===== src/rtl/seq_divider.sv =====
// Multi-cycle restoring integer divider for DIV/DIVU/REM/REMU with a start/busy/done handshake.
// One trial subtract per cycle; divide-by-zero and signed overflow resolve in a single cycle.
module seq_divider #(
  parameter int NUM_SIZE = 32
) (
  input  logic                clk,
  input  logic                rstN,
  input  logic                start,
  input  logic                isSigned,
  input  logic [NUM_SIZE-1:0] dIn0,
  input  logic [NUM_SIZE-1:0] dIn1,
  output logic                busy,
  output logic                done,
  output logic [NUM_SIZE-1:0] quotient,
  output logic [NUM_SIZE-1:0] remainder,
  output logic                divByZero,
  output logic                overflow
);

  localparam int CNT_W = $clog2(NUM_SIZE);
  localparam logic [NUM_SIZE-1:0] MOST_NEG = {1'b1, {(NUM_SIZE-1){1'b0}}};

  typedef enum logic [2:0] {IDLE, PREP, DIVIDE, FIX, DONE} state_t;

  state_t              state;
  logic [CNT_W-1:0]    count;
  logic [NUM_SIZE-1:0] dividendR;
  logic [NUM_SIZE-1:0] divisorR;
  logic [NUM_SIZE:0]   partRem;
  logic                signedOp;
  logic                qNeg;
  logic                rNeg;

  logic [NUM_SIZE:0]   shifted;
  logic [NUM_SIZE:0]   diff;
  logic                borrow;
  logic                nonNeg;
  logic [NUM_SIZE:0]   nextRem;
  logic [NUM_SIZE-1:0] nextQuo;
  logic [NUM_SIZE-1:0] fixedQuo;
  logic [NUM_SIZE-1:0] fixedRem;

  function automatic logic [NUM_SIZE-1:0] twosNeg(input logic [NUM_SIZE-1:0] x);
    logic signed [NUM_SIZE-1:0] s;
    s = signed'(x);
    return unsigned'(-s);
  endfunction

  // Trial subtract: a set partRem MSB means the shifted window already exceeds any divisor.
  always_comb begin
    shifted  = {partRem[NUM_SIZE-1:0], dividendR[NUM_SIZE-1]};
    {borrow, diff} = {1'b0, shifted} - {2'b0, divisorR};
    nonNeg   = partRem[NUM_SIZE] | ~borrow;
    nextRem  = nonNeg ? diff : shifted;
    nextQuo  = {dividendR[NUM_SIZE-2:0], nonNeg};
    fixedQuo = qNeg ? twosNeg(nextQuo) : nextQuo;
    fixedRem = rNeg ? twosNeg(nextRem[NUM_SIZE-1:0]) : nextRem[NUM_SIZE-1:0];
  end

  // Datapath: operands, magnitudes and partial remainder; never reset.
  always_ff @(posedge clk) begin
    case (state)
      IDLE: begin
        if (start) begin
          dividendR <= dIn0;
          divisorR  <= dIn1;
          signedOp  <= isSigned;
        end
      end
      PREP: begin
        if (signedOp && dividendR[NUM_SIZE-1]) dividendR <= twosNeg(dividendR);
        if (signedOp && divisorR[NUM_SIZE-1])  divisorR  <= twosNeg(divisorR);
        qNeg    <= signedOp && (dividendR[NUM_SIZE-1] ^ divisorR[NUM_SIZE-1]);
        rNeg    <= signedOp && dividendR[NUM_SIZE-1];
        partRem <= '0;
      end
      DIVIDE, FIX: begin
        partRem   <= nextRem;
        dividendR <= nextQuo;
      end
      default: ;
    endcase
  end

  // Control and registered results. FIX performs the last iteration together with the
  // sign correction, so DIVIDE itself only covers counts NUM_SIZE-1 down to 1.
  always_ff @(posedge clk or negedge rstN) begin
    if (!rstN) begin
      state     <= IDLE;
      count     <= '0;
      busy      <= 1'b0;
      done      <= 1'b0;
      quotient  <= '0;
      remainder <= '0;
      divByZero <= 1'b0;
      overflow  <= 1'b0;
    end else begin
      case (state)
        IDLE: begin
          if (start) begin
            busy      <= 1'b1;
            divByZero <= 1'b0;
            overflow  <= 1'b0;
            if (dIn1 == '0) begin
              quotient  <= '1;
              remainder <= dIn0;
              divByZero <= 1'b1;
              done      <= 1'b1;
              state     <= DONE;
            end else if (isSigned && dIn0 == MOST_NEG && dIn1 == '1) begin
              quotient  <= dIn0;
              remainder <= '0;
              overflow  <= 1'b1;
              done      <= 1'b1;
              state     <= DONE;
            end else begin
              state <= PREP;
            end
          end
        end
        PREP: begin
          count <= CNT_W'(NUM_SIZE - 1);
          state <= DIVIDE;
        end
        DIVIDE: begin
          count <= count - 1'b1;
          if (count == CNT_W'(1)) state <= FIX;
        end
        FIX: begin
          quotient  <= fixedQuo;
          remainder <= fixedRem;
          done      <= 1'b1;
          state     <= DONE;
        end
        DONE: begin
          done  <= 1'b0;
          busy  <= 1'b0;
          state <= IDLE;
        end
        default: state <= IDLE;
      endcase
    end
  end

endmodule

===== config.mk =====
export PLATFORM = sky130hd
export DESIGN_NAME = seq_divider
export DESIGN_NICKNAME = d
export VERILOG_FILES = /design/src/rtl/seq_divider.sv
export SDC_FILE = /design/constraint.sdc
export NUM_CORES = 1
export LEC_CHECK = 0
export CORE_AREA = 2 2 160 147
export CTS_CLUSTER_SIZE = 25
export DETAILED_ROUTE_END_ITERATION = 8
export DIE_AREA = 0 0 162 149
export PLACE_DENSITY_LB_ADDON = 0.08
export RECOVER_POWER = 25
export SYNTH_ARGS = -nofsm -noshare
export SYNTH_HDL_FRONTEND = slang
export SYNTH_SLANG_ARGS = --single-unit

===== constraint.sdc =====
create_clock -name clk -period 6.3 [get_ports clk]
set_clock_uncertainty 0.05 [all_clocks]
set_input_delay 0.945 -clock clk [delete_from_list [all_inputs] [get_ports clk]]
set_output_delay 0.945 -clock clk [all_outputs]
set_load 0.01 [all_outputs]

# Word-level counts from Yosys, hierarchy flattened

Cells that the tools add are included.

Bits in registers: 176

Add/sub/neg operators: 6
Eq/ne operators: 12
Muxes and demuxes: 33
Bitwise logic cells: 3
Reductions and logical operators: 22

Operators with widths:

| cell                                                                   | count |
|---|---|
| 32-bit 2-to-1 mux                                                      | 12 |
| 32-bit case mux with 2 select lines                                    | 3 |
| 32-bit negator                                                         | 4 |
| 32-bit case mux with 3 select lines                                    | 1 |
| 33-bit case mux with 2 select lines                                    | 1 |
| 32-bit equality test (second input constant)                           | 2 |
| 33-bit by 32-bit subtractor with 34-bit output                         | 1 |
| 33-bit 2-to-1 mux                                                      | 1 |
| 32-bit logical NOT                                                     | 1 |
| 3-bit 2-to-1 mux                                                       | 4 |
| 3-bit case mux with 4 select lines                                     | 1 |
| 3-bit AND reduction                                                    | 4 |
| 5-bit case mux with 2 select lines                                     | 1 |
| 2-bit nonzero test                                                     | 5 |
| 2-bit inequality test (second input constant)                          | 4 |
| 1-bit 2-to-1 mux                                                       | 7 |
| 3-bit by 2-bit equality test with 1-bit output (second input constant) | 2 |
| 2-bit AND reduction                                                    | 3 |
| 3-bit nonzero test                                                     | 2 |
| 5-bit by 1-bit equality test with 1-bit output (second input constant) | 1 |
| 1-bit logical AND                                                      | 5 |
| 5-bit by 1-bit subtractor with 5-bit output (second input constant)    | 1 |
| 3-bit by 1-bit equality test with 1-bit output (second input constant) | 1 |
| 3-bit equality test (second input constant)                            | 1 |
| other kinds (8)                                                        | 8 |

# Longest topological paths before layout

Depth after elaboration: 7
Gate-level depth with buffers: 24
Gate-level depth less buffers: 19

# Worst setup path before layout

No wires, ideal clock.

Path type: register to register
Start: register divisorR[4]
End: register remainder[24]
Arrival: 4738 ps
Data required time: 6124 ps
Setup slack: 1386 ps
Cell stages (with the launch flop): 24
Path buffers: 5
Clock period less this slack: 4914 ps
Path through: edfxtp_1 > inv_1 > ha_1 > clkbuf_4 > o2111ai_4 > a2111oi_4 > o2111ai_4 > nand3_4 > buf_4 > buf_4 > buf_4 > buf_2 > nand2_1 > o21ai_0 > ha_1 > nand2_1 > a21oi_1 > nand4_1 > o41a_1 > nor3_2 > a41oi_1 > xnor2_1 > a221oi_1 > nor2_1

Cells in the longest elaborated chain, start to end: 7

Ends and longest elaborated chain:

| what                                               | line | source |
|---|---|---|
| start, declared                                    | 28   | `logic [NUM_SIZE-1:0] divisorR;` |
| start signal, assigned                             | 66   | `divisorR <= dIn1;` |
| start signal, assigned                             | 72   | `if (signedOp && divisorR[NUM_SIZE-1]) divisorR <= twosNeg(divisorR);` |
| 33-bit by 32-bit subtractor with 34-bit output (*) | 52   | `{borrow, diff} = {1'b0, shifted} - {2'b0, divisorR};` |
| 1-bit inverter                                     | 53   | `nonNeg = partRem[NUM_SIZE] \| ~borrow;` |
| 1-bit bitwise OR                                   | 53   |  |
| 33-bit 2-to-1 mux (*)                              | 54   | `nextRem = nonNeg ? diff : shifted;` |
| 32-bit negator                                     | 46   | `return unsigned'(-s);` |
| 32-bit 2-to-1 mux (*)                              | 57   | `fixedRem = rNeg ? twosNeg(nextRem[NUM_SIZE-1:0]) : nextRem[NUM_SIZE-1:0];` |
| 32-bit case mux with 2 select lines (*)            | 98   | `case (state)` |
| end signal, assigned                               | 106  | `remainder <= dIn0;` |
| end signal, assigned                               | 131  | `remainder <= fixedRem;` |
| end, declared                                      | 15   | `output logic [NUM_SIZE-1:0] remainder,` |

Mark *: on every way between the ends. The rest lies on a longest branch, timed or not.
A chain may end at the register's enable or synchronous reset.

# Worst setup path after layout

Start: register dividendR[31]
End: register remainder[24]

Cells in the longest elaborated chain, start to end: 7

Ends and longest elaborated chain:

| what                                           | line | source |
|---|---|---|
| start, declared                                | 27   | `logic [NUM_SIZE-1:0] dividendR;` |
| start signal, assigned                         | 65   | `dividendR <= dIn0;` |
| start signal, assigned                         | 71   | `if (signedOp && dividendR[NUM_SIZE-1]) dividendR <= twosNeg(dividendR);` |
| start signal, assigned                         | 79   | `dividendR <= nextQuo;` |
| 33-bit by 32-bit subtractor with 34-bit output | 52   |  |
| 1-bit inverter                                 | 53   |  |
| 1-bit bitwise OR                               | 53   |  |
| 33-bit 2-to-1 mux (*)                          | 54   |  |
| 32-bit negator                                 | 46   |  |
| 32-bit 2-to-1 mux (*)                          | 57   |  |
| 32-bit case mux with 2 select lines (*)        | 98   |  |

Marked as above.

==> metrics <==
vias in the first global route=11400; Setup crit start kind=flop; #FFs+latches synth=176; H-Tree Level Count=4; post-route ant nets=0; share of layout cells above drive strength 1=5.28%; Crit. End Element=flop; fmax=190 MHz; Die ar.=0.0241 mm^2; hold buffer count at CTS=0; Syn Inst Count=1496; CTS tree=yes; Ys Warns=0; sequential cell area fraction in the yosys report=38.2%; initial detailed-routing violation count=1596; synth unique cells=85; Antenna diodes=0; # fillers=1909; Hold Path Cell Cnt=2; R2R setup slack=1.03 ns; Total Nets Final=1686; grt ovf=0; IO Pins=136; Max-slew headroom=-193%; worst-path fanout max=20; cell area after synthesis=0.0128 mm^2; Tmin final=5.27 ns; Synth Net Count=1603; DRC viols=0; Synth area leader=edfxtp_1; fin util=65.9%; Slew @ Worst Pin=4.40 ns; Port-buffer cells=135; Routed wire per std cell=22.4 um; CTS clk-pin slew, worst paths=0.08 ns; maximum VDD drop=479 uV; global-route wire length before repair=65500 um; HP Start=quotient[2]; clk_lat worst skew=0.45 ns; ys flop type=edfxtp_1; top post-synthesis cells by area=edfxtp_1 23%, dfrtp_1 15%, xnor2_1 6.8%, o21ai_0 5.7%, nand2_1 5.7%; share of the synthesized area in the top cell type=23.4%; WL final=42400 um; worst r2r path cells=19; Slew Limit Fails=180; asr flop ratio synth=43.2%; FP Rows=53; post-CTS sizing=0; PwrDens=636 mW/mm^2; status=finished, violations left; antenna violations before repair=1; final setup violation count=0; via/cell ratio=6.47; Critical Path AT=5.55 ns; CTS sink count=176; Hold Vio Cnt, Final=0; most common cell in the netlist=nand2_1; Setup Buffers After CTS=0; violated checks=capacitance limit, slew limit; Die X=162 um; CTS max path bufs=2; EDFF count, synth=100; worst reg2reg endpoint=remainder[24]; most frequent cells after synthesis=194 x nand2_1, 151 x nor2_1, 147 x o21ai_0; largest net degree at the start of global routing=90; RSZ-0062 raised after global routing=no; Cells after DPL=1862; fin cells=1894; gpl congestion=1.02; Layout area overhead=16.4%; reg2reg start=dividendR[31]; final period utilization=83.7%; Avg Cell Area, Syn=8.58 um^2; area of the core=0.0227 mm^2; Data required, critical path=6.57 ns; Root Driver=clkbuf_16; Max-Cap Viols=4; Hold EP=quotient[2]; GRT Overall Usage=35.3%; DR vias=12300; Pre-Repair DR Iteration Count=8; static leakage=5.73 nW; Final HPWL DP=31800 um; Worst Hold Class=flop to flop; initial core utilization=56.6%; CP Class=flop to flop; TNS Setup=0 ns; die height=149 um; CTS Buf Count=17
==> worst max path at each step <==
stage / startpoint / to / cells after the start
final: dividendR[31] / remainder[24] / 19
after floorplan: divisorR[4] / remainder[24] / 23
after global routing: divisorR[4] / remainder[24] / 18
after global placement: dividendR[31] / remainder[16] / 19
after CTS: dividendR[31] / remainder[24] / 19
after detailed placement: partRem[3] / remainder[24] / 17
==> where the power goes <==
group / switching (mW) / total (mW) / internal [mW]
combinational: 3.62 / 5.82 / 2.20
sequential: 0.586 / 2.54 / 1.95
clock: 0.564 / 1.13 / 0.570
total: 4.77 / 9.50 / 4.73
==> flip-flops by register name (all words and copies together) (netlist names), 3 cells and up <==
register / count
remainder: 32
dividendR: 32
state: 3
quotient: 32
divisorR: 32
count: 5
partRem: 33
==> kinds of logic (layout without fill, tap and decap cells) <==
kind of cell | count (synthesis) | count (layout) | synth area share [%]
flops | 176 | 176 | 38.2
xor+xnor | 149 | 149 | 10.2
simple gates | 542 | 542 | 19.6
mux | 26 | 26 | 2.11
compound gates | 418 | 418 | 21.3
fa+ha+maj | 39 | 39 | 3.86
buf+inv | 146 | 242 | 4.67
==> stage by stage <==
stage	setup slack (ns)	instance area, um^2	total power [mW]	hold slack (ns)
floorplan	1.39	12800	6.40	0.430
global placement	1.30	14300	8.12	0.406
detailed placement	1.14	14300	8.20	0.413
CTS	1.11	15000	9.37	0.431
global route	0.632	14900	10.1	0.447
finish	1.03	14900	9.50	0.426
==> routing by layer <==
layer / share of wire [%] / global-route usage [%] / vias up / wire [um]
met1: 44 / 52.1 / 5898 / 18700
met4: 2.6 / 9.51 / 0 / 1110
met5: 0 / 0 / - / 0
met2: 42 / 50.3 / 644 / 17800
met3: 11 / 10.6 / 81 / 4810
li1: - / - / 5639 / -
==> final cells by class <==
class	count	area (um^2)	share of cell area, %
Inverter	57	214	1.43
Clock buffer	18	450	3.02
Timing Repair Buffer	153	1470	9.83
Clock inverter	14	178	1.19
Sequential cell	176	4900	32.8
Multi-Input combinational cell	1174	7350	49.2
Tap cell	302	378	2.53
==> worst max-delay path, cell delays in order (launching register included) <==
cell and delay [ns]:
edfxtp_1 0.53, inv_1 0.13, ha_1 0.26, nor2b_2 0.19, o2111ai_4 0.19, a2111oi_4 0.70, o2111ai_4 0.23, nand3_4 0.36
inv_2 0.07, mux2i_1 0.25, ha_1 0.27, nand2_1 0.08, a21oi_1 0.27, nand4_1 0.18, o41a_1 0.48, nor3_2 0.22
a41oi_1 0.17, xnor2_1 0.19, a221oi_1 0.25, nor2_1 0.06
==> cells in the final DEF (no fill, tap or decap), types with 6 or more instances in the layout <==
cell / instances
or3_1: 19
or4_1: 11
a31oi_1: 14
and3_1: 8
edfxtp_1: 100
clkbuf_16: 18
mux2i_1: 20
inv_1: 54
a21oi_1: 75
buf_4: 15
nor4_1: 34
nand3_1: 26
o31ai_1: 12
o22ai_1: 18
clkdlybuf4s50_1: 132
ha_1: 38
a22oi_1: 28
xnor2_1: 100
dfrtp_1: 76
nand4_1: 29
nor2_1: 151
a21o_1: 11
nand2_1: 194
a211oi_1: 12
xor2_1: 49
o211ai_1: 10
o21ai_0: 147
a221oi_1: 15
o21ai_1: 6
o311ai_0: 6
o21a_1: 10
nor3_1: 36
(Power assumes the default switching activity.)
